--- src/rtl/cla_pipe.sv ---
// Pipelined carry-lookahead adder/subtractor with valid/ready flow control.
// Each stage resolves one SLICE of the sum and forwards its carry and the remaining operand bits.

module cla_slice #(
  parameter int W = 4
) (
  input  logic [W-1:0] a,
  input  logic [W-1:0] b,
  input  logic         cin,
  output logic [W-1:0] s,
  output logic         cout
);
  localparam int NG = W / 4;

  logic [NG:0] c;
  assign c[0] = cin;

  for (genvar j = 0; j < NG; j++) begin : g_grp
    logic [3:0] g, p, x, cc;
    logic       gg, gp;
    assign g  = a[4*j +: 4] & b[4*j +: 4];
    assign p  = a[4*j +: 4] | b[4*j +: 4];
    assign x  = a[4*j +: 4] ^ b[4*j +: 4];
    assign cc = {g[2] | (p[2] & g[1]) | (p[2] & p[1] & g[0]) | (p[2] & p[1] & p[0] & c[j]),
                 g[1] | (p[1] & g[0]) | (p[1] & p[0] & c[j]),
                 g[0] | (p[0] & c[j]),
                 c[j]};
    assign gg = g[3] | (p[3] & g[2]) | (p[3] & p[2] & g[1]) | (p[3] & p[2] & p[1] & g[0]);
    assign gp = &p;
    assign c[j+1]      = gg | (gp & c[j]);
    assign s[4*j +: 4] = x ^ cc;
  end

  assign cout = c[NG];
endmodule

module cla_pipe #(
  parameter int WIDTH  = 16,
  parameter int STAGES = 1
) (
  input  logic             clk,
  input  logic             rst,
  input  logic             in_valid,
  output logic             in_ready,
  input  logic [WIDTH-1:0] a,
  input  logic [WIDTH-1:0] b,
  input  logic             cin,
  input  logic             sub,
  output logic             out_valid,
  input  logic             out_ready,
  output logic [WIDTH-1:0] sum,
  output logic             cout,
  output logic             overflow,
  output logic             zero
);
  localparam int SLICE = WIDTH / STAGES;
  localparam int MSB   = WIDTH - 1;

  logic [STAGES-1:0]            vld_q, vld_d;
  logic [STAGES-1:0][WIDTH-1:0] a_q, a_d, b_q, b_d, s_q, s_d;
  logic [STAGES-1:0]            c_q, c_d;
  logic                         zero_q, zero_d;

  logic [STAGES:0]  vin, adv;
  logic [WIDTH-1:0] src_a [STAGES];
  logic [WIDTH-1:0] src_b [STAGES];
  logic [WIDTH-1:0] src_s [STAGES];
  logic             src_c [STAGES];
  logic [SLICE-1:0] sl_s  [STAGES];
  logic             sl_co [STAGES];

  // vin[k] is the valid feeding stage k; adv[STAGES] is the drain out of the last stage
  assign vin = {vld_q, in_valid};

  always_comb begin
    adv         = '0;
    adv[STAGES] = vld_q[STAGES-1] & out_ready;
    for (int k = STAGES - 1; k >= 0; k--)
      adv[k] = vin[k] & (~vld_q[k] | adv[k+1]);
  end

  assign in_ready = ~vld_q[0] | adv[1];

  always_comb begin
    src_a[0] = a;
    src_b[0] = sub ? ~b : b;
    src_c[0] = cin ^ sub;
    src_s[0] = '0;
    for (int k = 1; k < STAGES; k++) begin
      src_a[k] = a_q[k-1];
      src_b[k] = b_q[k-1];
      src_c[k] = c_q[k-1];
      src_s[k] = s_q[k-1];
    end
  end

  for (genvar k = 0; k < STAGES; k++) begin : g_stage
    cla_slice #(.W(SLICE)) u_slice (
      .a    (src_a[k][k*SLICE +: SLICE]),
      .b    (src_b[k][k*SLICE +: SLICE]),
      .cin  (src_c[k]),
      .s    (sl_s[k]),
      .cout (sl_co[k])
    );
  end

  always_comb begin
    vld_d  = vld_q;
    a_d    = a_q;
    b_d    = b_q;
    s_d    = s_q;
    c_d    = c_q;
    zero_d = zero_q;
    for (int k = 0; k < STAGES; k++) begin
      if (adv[k]) begin
        vld_d[k]                 = 1'b1;
        a_d[k]                   = src_a[k];
        b_d[k]                   = src_b[k];
        s_d[k]                   = src_s[k];
        s_d[k][k*SLICE +: SLICE] = sl_s[k];
        c_d[k]                   = sl_co[k];
      end else if (adv[k+1]) begin
        vld_d[k] = 1'b0;
      end
    end
    if (adv[STAGES-1]) zero_d = ~|s_d[STAGES-1];
  end

  always_ff @(posedge clk or posedge rst) begin
    if (rst) begin
      vld_q  <= '0;
      a_q    <= '0;
      b_q    <= '0;
      s_q    <= '0;
      c_q    <= '0;
      zero_q <= 1'b0;
    end else begin
      vld_q  <= vld_d;
      a_q    <= a_d;
      b_q    <= b_d;
      s_q    <= s_d;
      c_q    <= c_d;
      zero_q <= zero_d;
    end
  end

  assign out_valid = vld_q[STAGES-1];
  assign sum       = s_q[STAGES-1];
  assign cout      = c_q[STAGES-1];
  // b_q already holds the conditioned operand, so this is the subtract-aware overflow rule
  assign overflow  = (a_q[STAGES-1][MSB] == b_q[STAGES-1][MSB]) &&
                     (s_q[STAGES-1][MSB] != a_q[STAGES-1][MSB]);
  assign zero      = zero_q;
endmodule

--- config.mk ---
export PLATFORM = sky130hd
export DESIGN_NAME = cla_pipe
export DESIGN_NICKNAME = d
export VERILOG_FILES = /design/src/rtl/cla_pipe.sv
export SDC_FILE = /design/constraint.sdc
export NUM_CORES = 1
export LEC_CHECK = 0
export CAP_MARGIN = 25
export CORE_MARGIN = 3
export CORE_UTILIZATION = 30
export CTS_CLUSTER_DIAMETER = 80
export DETAILED_ROUTE_END_ITERATION = 16
export GPL_TIMING_DRIVEN = 0
export HOLD_SLACK_MARGIN = 0.08
export SKIP_LAST_GASP = 1
export SLEW_MARGIN = 5
export SYNTH_ARGS = -nofsm -noshare
export SYNTH_HDL_FRONTEND = slang
export SYNTH_HIERARCHICAL = 1
export SYNTH_SLANG_ARGS = --single-unit
--- constraint.sdc ---
create_clock -name clk -period 1.42 [get_ports clk]
set_clock_uncertainty 0.2 [all_clocks]
set_input_delay 0.284 -clock clk [delete_from_list [all_inputs] [get_ports clk]]
set_output_delay 0.284 -clock clk [all_outputs]
set_load 0.02 [all_outputs]
==> out/results.ini, run 1 <==
[status]
status = finished with violations
violations = negative setup slack

[worst_setup_path]
crit_type = primary input to flip-flop
path_buf_inv = 5
slowest_delay_ps = 490
cp-start-kind = primary input
critPathArrivalTime_ps = 2850
required_ps = 1410
crit_path_cell_trace = buf_12, buf_4, xor2_4, inv_1, ha_2, or4_4, a21oi_4, buf_6, nor2_4, inv_2, fa_2, nor4_4, nand4_1, mux2i_1
cp_slowest_cell = or4_4
cp_top_family = simple AND/OR/NAND/NOR gates
cp-end-kind = flip-flop
cp_max_fo = 7

[timing]
max_freq_mhz = 350
fin_crit_ps = 2860
fin_crit_sh_pct = 201
setup_viol = 19
setup_ws_ps = -1440
report.final.hold_viol_count = 0
slew_violations = 0
hold-worst-slack_ps = 202
relSlewSlack_pct = 67.3
worst_slew_pin_slew_ps = 490
rsz0062_at_grt = true

[worst_hold_path]
hp-class = primary input to async pin

[final_layout]
regArea_um2 = 527
multiInputGateArea_um2 = 1800
syn2layout_area_growth_pct = 57.1
layout_common_cells = inv_1 (35), buf_4 (25), dfrtp_1 (20), mux2_4 (19), buf_2 (19)
diodes = 0
final_common_cell = inv_1
nFillCells = 660
drive_above_1_share_pct = 48.2
nNetsFinal = 374
final_cells = 395

[floorplanning]
die_w_um = 91.0
io_pins = 59
row_count = 30
core_area_um2 = 6910
dieHeight_um = 91.0
start_util_pct = 31.4
dieArea_um2 = 8280

[global_route]
antenna_found_initial = 0
grt_pass1_wl_um = 7980
grt_overflow_total = 0
grt_max_degree = 22
grt_use_total_pct = 11.6
grt_pass1_vias = 1761

[place]
placed_cells = 364
port_buffers = 57
gp_congestion = 0.756
dpl.hpwl_um = 3670

[yosys]
synthesis.nets = 285
ys_types = 42
ys_seq_area_share_pct = 24.2
syn_area_um2 = 2170
syn_avg_cell_area_um2 = 10.3
synth_warnings = 6
ys_ff_latch = 21
synthCells = 211

[detailed_routing]
drc = 0
vias = 1682
post_drt_wl_per_cell_um = 12.2
dr.pass1.iters = 3
antenna_left = 0
vias_per_cell = 4.26
drt-total-wl_um = 4840
drtIter0Drc = 16

[power_and_ir_drop]
p_leak_nw = 1.65
ir_drop_mv = 0.423
total_power_mw = 3.38
power.density_nw_per_um2 = 994

[clocking]
numCtsBuffers = 3
cts-hold-fix-buffers = 0
cts_root_buf = clkbuf_8
insertion_delay_ps = 250
cts_htree_levels = 1
cts_tree = yes
cts.sinks = 21
clockBufferDepth = 2
clk_pin_slew_worst_paths_ps = 70

[run]
drv_cap = 0

-- sequential cells by signal, summed over array words and instances, names as in the netlist --
| register | count |
|---|---|
| sum | 16 |
| zero | 1 |
| cout | 1 |
| a_q | 1 |
| out_valid | 1 |
| b_q | 1 |
-- worst register-to-register path: cells and delay by family, from the launching register on --
family | cells | cell delay [ps]
flip-flops | 1 | 420
multiplexers | 1 | 290
AND/OR/NAND/NOR | 2 | 160
buffers and inverters | 1 | 160
-- power breakdown --
part / internal [mW] / switching (mW)
combinational: 1.04 / 1.00
clock: 0.200 / 0.187
sequential: 0.809 / 0.147
total: 2.05 / 1.34
-- cell type report --
class	count	share of cell area (%)
multi-input cells	143	52.9
clock buffers	4	1.32
repair buffers	84	19.6
well taps	96	3.53
flip-flops and latches	21	15.5
inverters	43	4.85
plain buffers	4	2.35
-- logic make-up (layout without fill, tap and decap cells) --
logic type / Yosys count / in the layout / share of synthesized area (%)
compound gates: 23 / 23 / 8.95
xor+xnor: 28 / 28 / 11.3
fa+ha+maj: 36 / 36 / 22.2
buf+inv: 47 / 135 / 9.99
flops: 21 / 21 / 24.2
mux: 20 / 20 / 13.6
simple gates: 36 / 36 / 9.70
-- synth_stat cells (all sizes together) --
master / count / share of area, %
or4: 1 / 0.52
dfrtp: 21 / 24
a211o: 1 / 0.40
o21ai: 3 / 0.87
xor2: 25 / 10
a21boi: 1 / 0.35
or2b: 2 / 0.69
mux2: 19 / 13
a221o: 1 / 0.46
ha: 32 / 18
o21bai: 2 / 0.69
inv: 43 / 7.4
a21oi: 6 / 1.6
a211oi: 2 / 0.92
o41ai: 1 / 0.75
nor2: 11 / 2.0
nand3b: 2 / 0.69
or3b: 1 / 0.40
o211ai: 1 / 0.35
nor4: 5 / 1.4
o21ba: 1 / 0.46
nand2: 6 / 1.4
nor2b: 2 / 0.58
fa: 4 / 3.7
nand2b: 2 / 0.92
xnor2: 3 / 1.2
buf: 4 / 2.5
o311ai: 1 / 0.75
nor3: 2 / 0.46
a21o: 1 / 0.35
mux2i: 1 / 0.46
o21a: 1 / 0.35
a221oi: 1 / 0.69
or2: 1 / 0.29
nand4: 1 / 0.29
-- layer usage --
layer / global-route usage, % / wire length [um] / up-vias
met1: 14.2 / 2100 / 802
met5: 0 / 0 / -
li1: - / - / 844
met3: 2.40 / 175 / 2
met2: 21.5 / 2550 / 34
met4: 1.51 / 10 / 0
-- worst paths after layout --
kind | depth (start not counted) | slack, ps | to | start
min in group clk | 1 | 310 | sum[2]$_DFF_PP0_ | sum[2]$_DFF_PP0_
setup reg to reg | 4 | 70 | a_q[15]$_DFFE_PP0N_ | out_valid$_DFFE_PP0P_
max in group asynchronous | 2 | 500 | out_valid$_DFFE_PP0P_ | rst
hold reg to reg | 1 | 310 | sum[2]$_DFF_PP0_ | sum[2]$_DFF_PP0_
setup / recovery | 14 | -1440 | zero$_DFFE_PP0N_ | sub
hold / removal | 2 | 200 | sum[0]$_DFF_PP0_ | rst
-- stage by stage --
step                setup TNS [ps]  util, %  setup WS [ps]  area, um2
global placement            -30830     42.7          -2280       2950
finish                      -17310     49.3          -1440       3400
CTS                         -16870     48.6          -1460       3360
detailed placement          -31910     42.7          -2310       2950
global route                -18810     49.3          -1600       3400
floorplan                   -17980        -          -1490       2260
-- repair_timing --
item | 4_1_cts | 5_1_grt
setup endpoints to repair | 41 | 34
resized for setup | 152 | 32
setup buffers | 20 | 8
pin swaps | 46 | 25
endpoints found under the hold margin | 0 | 0
Note: power is estimated with default switching activity, not from simulation.
==> inputs of run 2 (changes only) <==
--- a/config.mk
+++ b/config.mk
@@ -5,10 +5,9 @@
 export SDC_FILE = /design/constraint.sdc
 export NUM_CORES = 1
 export LEC_CHECK = 0
-export CAP_MARGIN = 25
 export CORE_MARGIN = 3
 export CORE_UTILIZATION = 30
-export CTS_CLUSTER_DIAMETER = 80
+export CTS_CLUSTER_DIAMETER = 200
 export DETAILED_ROUTE_END_ITERATION = 16
 export GPL_TIMING_DRIVEN = 0
 export HOLD_SLACK_MARGIN = 0.08
==> results of run 2 <==
The final DEF is identical to that of run 1; final timing and power are the same.
